**config.mk**
```make
export PLATFORM = sky130hd
export DESIGN_NAME = vga_frame_capture
export DESIGN_NICKNAME = d
export VERILOG_FILES = /design/src/rtl/vga_frame_capture.sv
export SDC_FILE = /design/constraint.sdc
export NUM_CORES = 1
export LEC_CHECK = 0
export CAP_MARGIN = 20
export CORE_MARGIN = 1
export CORE_UTILIZATION = 30
export DETAILED_ROUTE_END_ITERATION = 8
export GPL_TIMING_DRIVEN = 0
export PLACE_DENSITY_LB_ADDON = 0.15
export SKIP_CTS_REPAIR_TIMING = 1
export SLEW_MARGIN = 20
export SYNTH_ARGS = -nofsm -noshare
export SYNTH_HDL_FRONTEND = slang
export SYNTH_SLANG_ARGS = --single-unit
```
**constraint.sdc**
```tcl
create_clock -name clk -period 8.23 [get_ports clk]
set_input_delay 1.2345 -clock clk [delete_from_list [all_inputs] [get_ports clk]]
set_output_delay 1.2345 -clock clk [all_outputs]
set_load 0.03 [all_outputs]
```
**src/rtl/vga_frame_capture.sv**
```systemverilog
// VGA receive path: locks onto an incoming 640x480@60 stream and writes a 4:1 decimated RGB332 frame.
// Optional CAPTURE_CHECKSUM_EN adds a per-frame 16-bit sum of written pixels on frame_sum.
module vga_frame_capture #(
   parameter int H_SYNC   = 96,
   parameter int H_BP     = 48,
   parameter int H_ACTIVE = 640,
   parameter int H_TOTAL  = 800,
   parameter int V_SYNC   = 2,
   parameter int V_BP     = 33,
   parameter int V_ACTIVE = 480,
   parameter int V_TOTAL  = 525
) (
   input  logic        clk,
   input  logic        reset,
   input  logic        hsync,
   input  logic        vsync,
   input  logic [11:0] pixel_rgb,
   output logic        wr_en,
   output logic [14:0] wr_addr,
   output logic [7:0]  wr_data,
   output logic        locked,
   output logic        frame_done,
   output logic [9:0]  h_total,
   output logic [9:0]  v_total,
   output logic [15:0] frame_sum
);

   localparam logic [9:0]  H_OFF      = 10'(H_SYNC + H_BP);
   localparam logic [9:0]  H_END      = 10'(H_SYNC + H_BP + H_ACTIVE);
   localparam logic [9:0]  V_OFF      = 10'(V_SYNC + V_BP);
   localparam logic [9:0]  V_END      = 10'(V_SYNC + V_BP + V_ACTIVE);
   localparam logic [9:0]  H_TOT      = 10'(H_TOTAL);
   localparam logic [9:0]  V_TOT      = 10'(V_TOTAL);
   localparam logic [14:0] LINE_WORDS = 15'(H_ACTIVE / 4);
   localparam logic [9:0]  CNT_MAX    = 10'd1023;

   localparam logic [1:0] SEARCH  = 2'd0;
   localparam logic [1:0] MEASURE = 2'd1;
   localparam logic [1:0] LOCKED  = 2'd2;

   logic        hs1_q, vs1_q, hs2_q, vs2_q;
   logic [7:0]  pix1_q, pix2_q;
   logic [9:0]  hcnt_q, hcnt_d, vcnt_q, vcnt_d, vcnt_inc;
   logic [9:0]  h_total_q, h_total_d, v_total_q, v_total_d, h_meas;
   logic [1:0]  state_q, state_d;
   logic        h_bad_q, h_bad_d, full_q, full_d;
   logic        wr_en_q, wr_en_d, locked_q, locked_d, frame_done_q, frame_done_d;
   logic [14:0] wr_addr_q, wr_addr_d;
   logic [7:0]  wr_data_q, wr_data_d;
   logic        hfall, vfall, h_err, v_err, stay_locked, in_win;
   logic [9:0]  x, y;
   logic        unused_rgb_bits;

   // Only the RGB332 bits survive past the input register.
   assign unused_rgb_bits = ^{pixel_rgb[8], pixel_rgb[4], pixel_rgb[1:0]};

   assign hfall = hs2_q & ~hs1_q;
   assign vfall = vs2_q & ~vs1_q;

   always_comb begin
      hcnt_d    = hfall ? 10'd0 : ((hcnt_q == CNT_MAX) ? hcnt_q : hcnt_q + 10'd1);
      h_meas    = hcnt_q + 10'd1;
      h_total_d = hfall ? h_meas : h_total_q;
      vcnt_inc  = (hfall && vcnt_q != CNT_MAX) ? vcnt_q + 10'd1 : vcnt_q;
      vcnt_d    = vfall ? 10'd0 : vcnt_inc;
      // A coincident hsync fall is counted before the frame length is latched.
      v_total_d = vfall ? vcnt_inc : v_total_q;
      h_err     = hfall && (h_meas != H_TOT);
      v_err     = vfall && (v_total_d != V_TOT);
      h_bad_d   = vfall ? 1'b0 : (h_bad_q | h_err);

      state_d = state_q;
      case (state_q)
         SEARCH:  if (vfall) state_d = MEASURE;
         MEASURE: if (vfall && !v_err && !h_bad_q && !h_err) state_d = LOCKED;
         LOCKED:  if (h_err || v_err || hcnt_q == CNT_MAX) state_d = SEARCH;
         default: state_d = SEARCH;
      endcase

      stay_locked  = (state_q == LOCKED) && (state_d == LOCKED);
      locked_d     = (state_d == LOCKED);
      // full_q: the current frame began in lock and has not lost it since.
      full_d       = vfall ? (state_d == LOCKED) : (full_q && state_d == LOCKED);
      frame_done_d = vfall && stay_locked && full_q;

      x      = hcnt_q - H_OFF;
      y      = vcnt_q - V_OFF;
      in_win = (hcnt_q >= H_OFF) && (hcnt_q < H_END) && (vcnt_q >= V_OFF) && (vcnt_q < V_END);

      wr_en_d   = stay_locked && in_win && (x[1:0] == 2'd0) && (y[1:0] == 2'd0);
      wr_addr_d = wr_en_d ? ({7'd0, y[9:2]} * LINE_WORDS + {7'd0, x[9:2]}) : wr_addr_q;
      wr_data_d = wr_en_d ? pix2_q : wr_data_q;
   end

   always_ff @(posedge clk or negedge reset) begin
      if (!reset) begin
         hs1_q        <= 1'b0;
         vs1_q        <= 1'b0;
         hs2_q        <= 1'b0;
         vs2_q        <= 1'b0;
         pix1_q       <= 8'd0;
         pix2_q       <= 8'd0;
         hcnt_q       <= 10'd0;
         vcnt_q       <= 10'd0;
         h_total_q    <= 10'd0;
         v_total_q    <= 10'd0;
         state_q      <= SEARCH;
         h_bad_q      <= 1'b0;
         full_q       <= 1'b0;
         wr_en_q      <= 1'b0;
         wr_addr_q    <= 15'd0;
         wr_data_q    <= 8'd0;
         locked_q     <= 1'b0;
         frame_done_q <= 1'b0;
      end else begin
         hs1_q        <= hsync;
         vs1_q        <= vsync;
         hs2_q        <= hs1_q;
         vs2_q        <= vs1_q;
         pix1_q       <= {pixel_rgb[11:9], pixel_rgb[7:5], pixel_rgb[3:2]};
         pix2_q       <= pix1_q;
         hcnt_q       <= hcnt_d;
         vcnt_q       <= vcnt_d;
         h_total_q    <= h_total_d;
         v_total_q    <= v_total_d;
         state_q      <= state_d;
         h_bad_q      <= h_bad_d;
         full_q       <= full_d;
         wr_en_q      <= wr_en_d;
         wr_addr_q    <= wr_addr_d;
         wr_data_q    <= wr_data_d;
         locked_q     <= locked_d;
         frame_done_q <= frame_done_d;
      end
   end

`ifdef CAPTURE_CHECKSUM_EN
   logic [15:0] acc_q, acc_d, frame_sum_q, frame_sum_d;

   always_comb begin
      acc_d = acc_q;
      if (wr_en_q) acc_d = acc_q + {8'd0, wr_data_q};
      if (vfall || state_d != LOCKED) acc_d = 16'd0;
      frame_sum_d = frame_done_d ? acc_q : frame_sum_q;
   end

   always_ff @(posedge clk or negedge reset) begin
      if (!reset) begin
         acc_q       <= 16'd0;
         frame_sum_q <= 16'd0;
      end else begin
         acc_q       <= acc_d;
         frame_sum_q <= frame_sum_d;
      end
   end

   assign frame_sum = frame_sum_q;
`else
   assign frame_sum = 16'd0;
`endif

   assign wr_en      = wr_en_q;
   assign wr_addr    = wr_addr_q;
   assign wr_data    = wr_data_q;
   assign locked     = locked_q;
   assign frame_done = frame_done_q;
   assign h_total    = h_total_q;
   assign v_total    = v_total_q;

endmodule
```
==> impl_metrics.json <==
{
  "status": "completed",
  "cpMostUsedCell": "ha_1",
  "p_sw_share_pct": 29.89,
  "grt_first_pass_wirelength_um": 15680,
  "drtIter0Drc": 116,
  "drcViolationCount": 0,
  "tightestPinTransition_ns": 0.6267,
  "ys_seq_elements": 90,
  "die_w_um": 126.1,
  "fin_tns_setup_ns": 0,
  "rows": 45,
  "place_congestion": 0.8025,
  "numCtsBuffers": 9,
  "yosysWarnings": 0,
  "finalPower_w": 0.001188,
  "grt_overflow": 0,
  "initial_core_util_pct": 30.52,
  "cp_slowest_cell": "o41ai_1",
  "hold_path.class": "reg -> reg",
  "grt_pass1_vias": 3136,
  "peakVddDrop_mv": 0.1040,
  "max-clock-path-buffers": 2,
  "die_h_um": 126.1,
  "finalSetupViolations": 0,
  "synth_flop_cell": "dfrtp_1",
  "stdcell_area_um2": 5814,
  "internal_power_w": 0.0008333,
  "crit_required_ns": 8.46,
  "synthCells": 424,
  "io_pins": 78,
  "fmax_ghz": 0.2639,
  "cpLargestDelayFamily": "adder cells",
  "cts.sinks": 90,
  "p_seq_share_pct": 41.3,
  "reg2reg_to": "wr_addr[14]",
  "post-route-period-util_pct": 46.05,
  "endpoint_kind": "flip-flop",
  "grt_antenna_before_repair": 0,
  "synthTopCellsByCount": "dfrtp_1 (90), nand2_1 (40), nor2_1 (31), ha_1 (22), xor2_1 (20)",
  "nets": 548,
  "crit_chain": "ha_1, o41ai_1, xor2_1, ha_1, inv_1, fa_1, nor3b_1, nand2_1, nor2_1, nand3_1, xnor2_1, mux2_2",
  "power.density_nw_per_um2": 204.4,
  "synth.area.top_cells": "dfrtp_1 (49%), ha_1 (6.0%), mux2_4 (5.5%), xor2_1 (3.8%), xnor2_1 (3.6%)",
  "r2r.worst_path.cells": 12,
  "grt_max_degree": 48,
  "antenna_cells": 0,
  "arrival_ns": 4.02,
  "max-slew-margin-rel_pct": 57.67,
  "syn_area_um2": 4623,
  "cp_num_buf_inv": 1,
  "cts.clk_slew.worst_paths_ns": 0.07,
  "ys_seq_area_share_pct": 48.71,
  "cts_tree": "built",
  "via_count": 3156,
  "final_core_util_pct": 38.39,
  "reg2reg_slack_ns": 4.44,
  "io_buffers": 57,
  "synthArstFlopShare_pct": 100.0,
  "post_dp_cell_area_um2": 5514,
  "drtPass1Iterations": 4,
  "crit_start": "vcnt_q[0]",
  "synth_top_area_cell": "dfrtp_1",
  "post_drt_via_cell_ratio": 4.509,
  "yosys.cell_types.count": 49,
  "syn_to_final_growth_pct": 25.76,
  "synth_edf_count": 0,
  "comb_power_share_pct": 23.6,
  "worstSetupPathType": "reg -> reg",
  "start_kind": "flip-flop",
  "holdWs_ns": 0.3492,
  "post-route-min-period_ns": 3.790,
  "p_leak_nw": 2.720,
  "holdPathEnd": "pix2_q[2]",
  "skew_ns": 0.006580,
  "finalHoldViolCount": 0,
  "clockRootBuffer": "clkbuf_16",
  "drive_gt1_share_pct": 14.06,
  "hold_depth": 0,
  "htree_levels": 3,
  "worst-path-max-fanout": 7,
  "ant_nets": 0,
  "drt_wl_total_um": 9181,
  "min_from": "pix1_q[2]",
  "slowest_delay_ns": 0.64,
  "dp_hpwl_um": 6760,
  "rsz0062_at_grt": "false",
  "syn_avg_cell_area_um2": 10.90,
  "grt_usage_pct": 12.62,
  "clkPwrFrac_pct": 35.1,
  "avgRoutedWirePerCell_um": 13.12,
  "synth_top_area_share_pct": 48.71,
  "design.core.area_um2": 15150,
  "p_switching_w": 0.0003552,
  "clkLatencyLatePin_ns": 0.35,
  "maxCapViolCount": 0,
  "die-area_um2": 15910,
  "slew_violations": 0,
  "synth_most_common_cell": "dfrtp_1",
  "worstReg2RegStart": "vcnt_q[0]"
}
## routing by layer
metal  vias to the layer above  GRT usage [%]  wire length [um]
met5                         -              0                 0
met2                        64          19.24              4120
met4                         0          5.103               135
met3                        12          3.314               333
met1                      1510          16.99              4592
li1                       1570              -                 -
## cell usage in the layout, fill, tap and decap left out, types with 3 or more instances in the layout
cell,n
dfrtp_1,90
clkdlybuf4s50_1,56
nand2_1,40
nor2_1,31
ha_1,22
xor2_1,20
xnor2_1,19
o21ai_0,19
a21oi_1,18
buf_4,17
mux2_4,17
inv_1,16
conb_1,16
clkbuf_1,12
nand3_1,10
nor3_1,9
clkbuf_16,9
mux2i_1,7
nand4_1,7
buf_2,6
nand2b_1,5
nor2b_1,5
buf_6,4
o21a_1,4
a31oi_1,4
a21o_1,4
mux2_2,4
o41ai_1,3
nor3b_1,3
## through the flow
stage / cells / setup WS, ns
after floorplan: 439 / 4.803
after global placement: 684 / 2.607
after detailed placement: 685 / 4.405
after CTS: 700 / 4.383
after global routing: 700 / 4.131
final: 700 / 4.440
## layout make-up
class | instances | area [um2]
buffer | 40 | 276.5
clock buffer | 10 | 239.0
clock inverter | 5 | 61.31
fill | 1504 | 9331
inverter | 17 | 63.81
multi-input combinational | 292 | 2087
sequential | 90 | 2252
tap | 188 | 235.2
timing repair buffer | 58 | 599.3
## kinds of logic after synthesis
kind of cell | synth area share (%)
XOR/XNOR | 7.388
other | 0.08111
AO/OA/AOI/OAI | 8.038
adder cells (fa/ha/maj) | 6.820
multiplexers | 8.011
buffers and inverters | 7.361
flip-flops | 48.71
AND/OR/NAND/NOR | 13.59
## state kept, by name, indices dropped and copies added (netlist names), 2 cells and up
| register | cells |
|---|---|
| pix1_q | 8 |
| state_q | 2 |
| v_total | 10 |
| hcnt_q | 10 |
| h_total | 10 |
| wr_data | 8 |
| vcnt_q | 10 |
| wr_addr | 15 |
| pix2_q | 8 |
## worst max-delay path by stage
stage	to	cells past startpoint
final	wr_addr[14]	12
after floorplan	wr_addr[14]	13
after global placement	wr_addr[12]	1
after global routing	wr_addr[14]	13
after detailed placement	wr_addr[14]	12
after CTS	wr_addr[14]	12
## power groups by stage
| stage | Combinational (W) | Clock (W) | Sequential, W |
|---|---|---|---|
| final | 0.000281 | 0.000417 | 0.000490 |
| after global routing | 0.000316 | 0.000452 | 0.000495 |
| after CTS | 0.000287 | 0.000433 | 0.000491 |
| after detailed placement | 0.000285 | 0 | 0.000499 |
| after global placement | 0.000281 | 0 | 0.000498 |
| after floorplan | 0.000184 | 0 | 0.000518 |
Power figures use the tool's default switching activity.
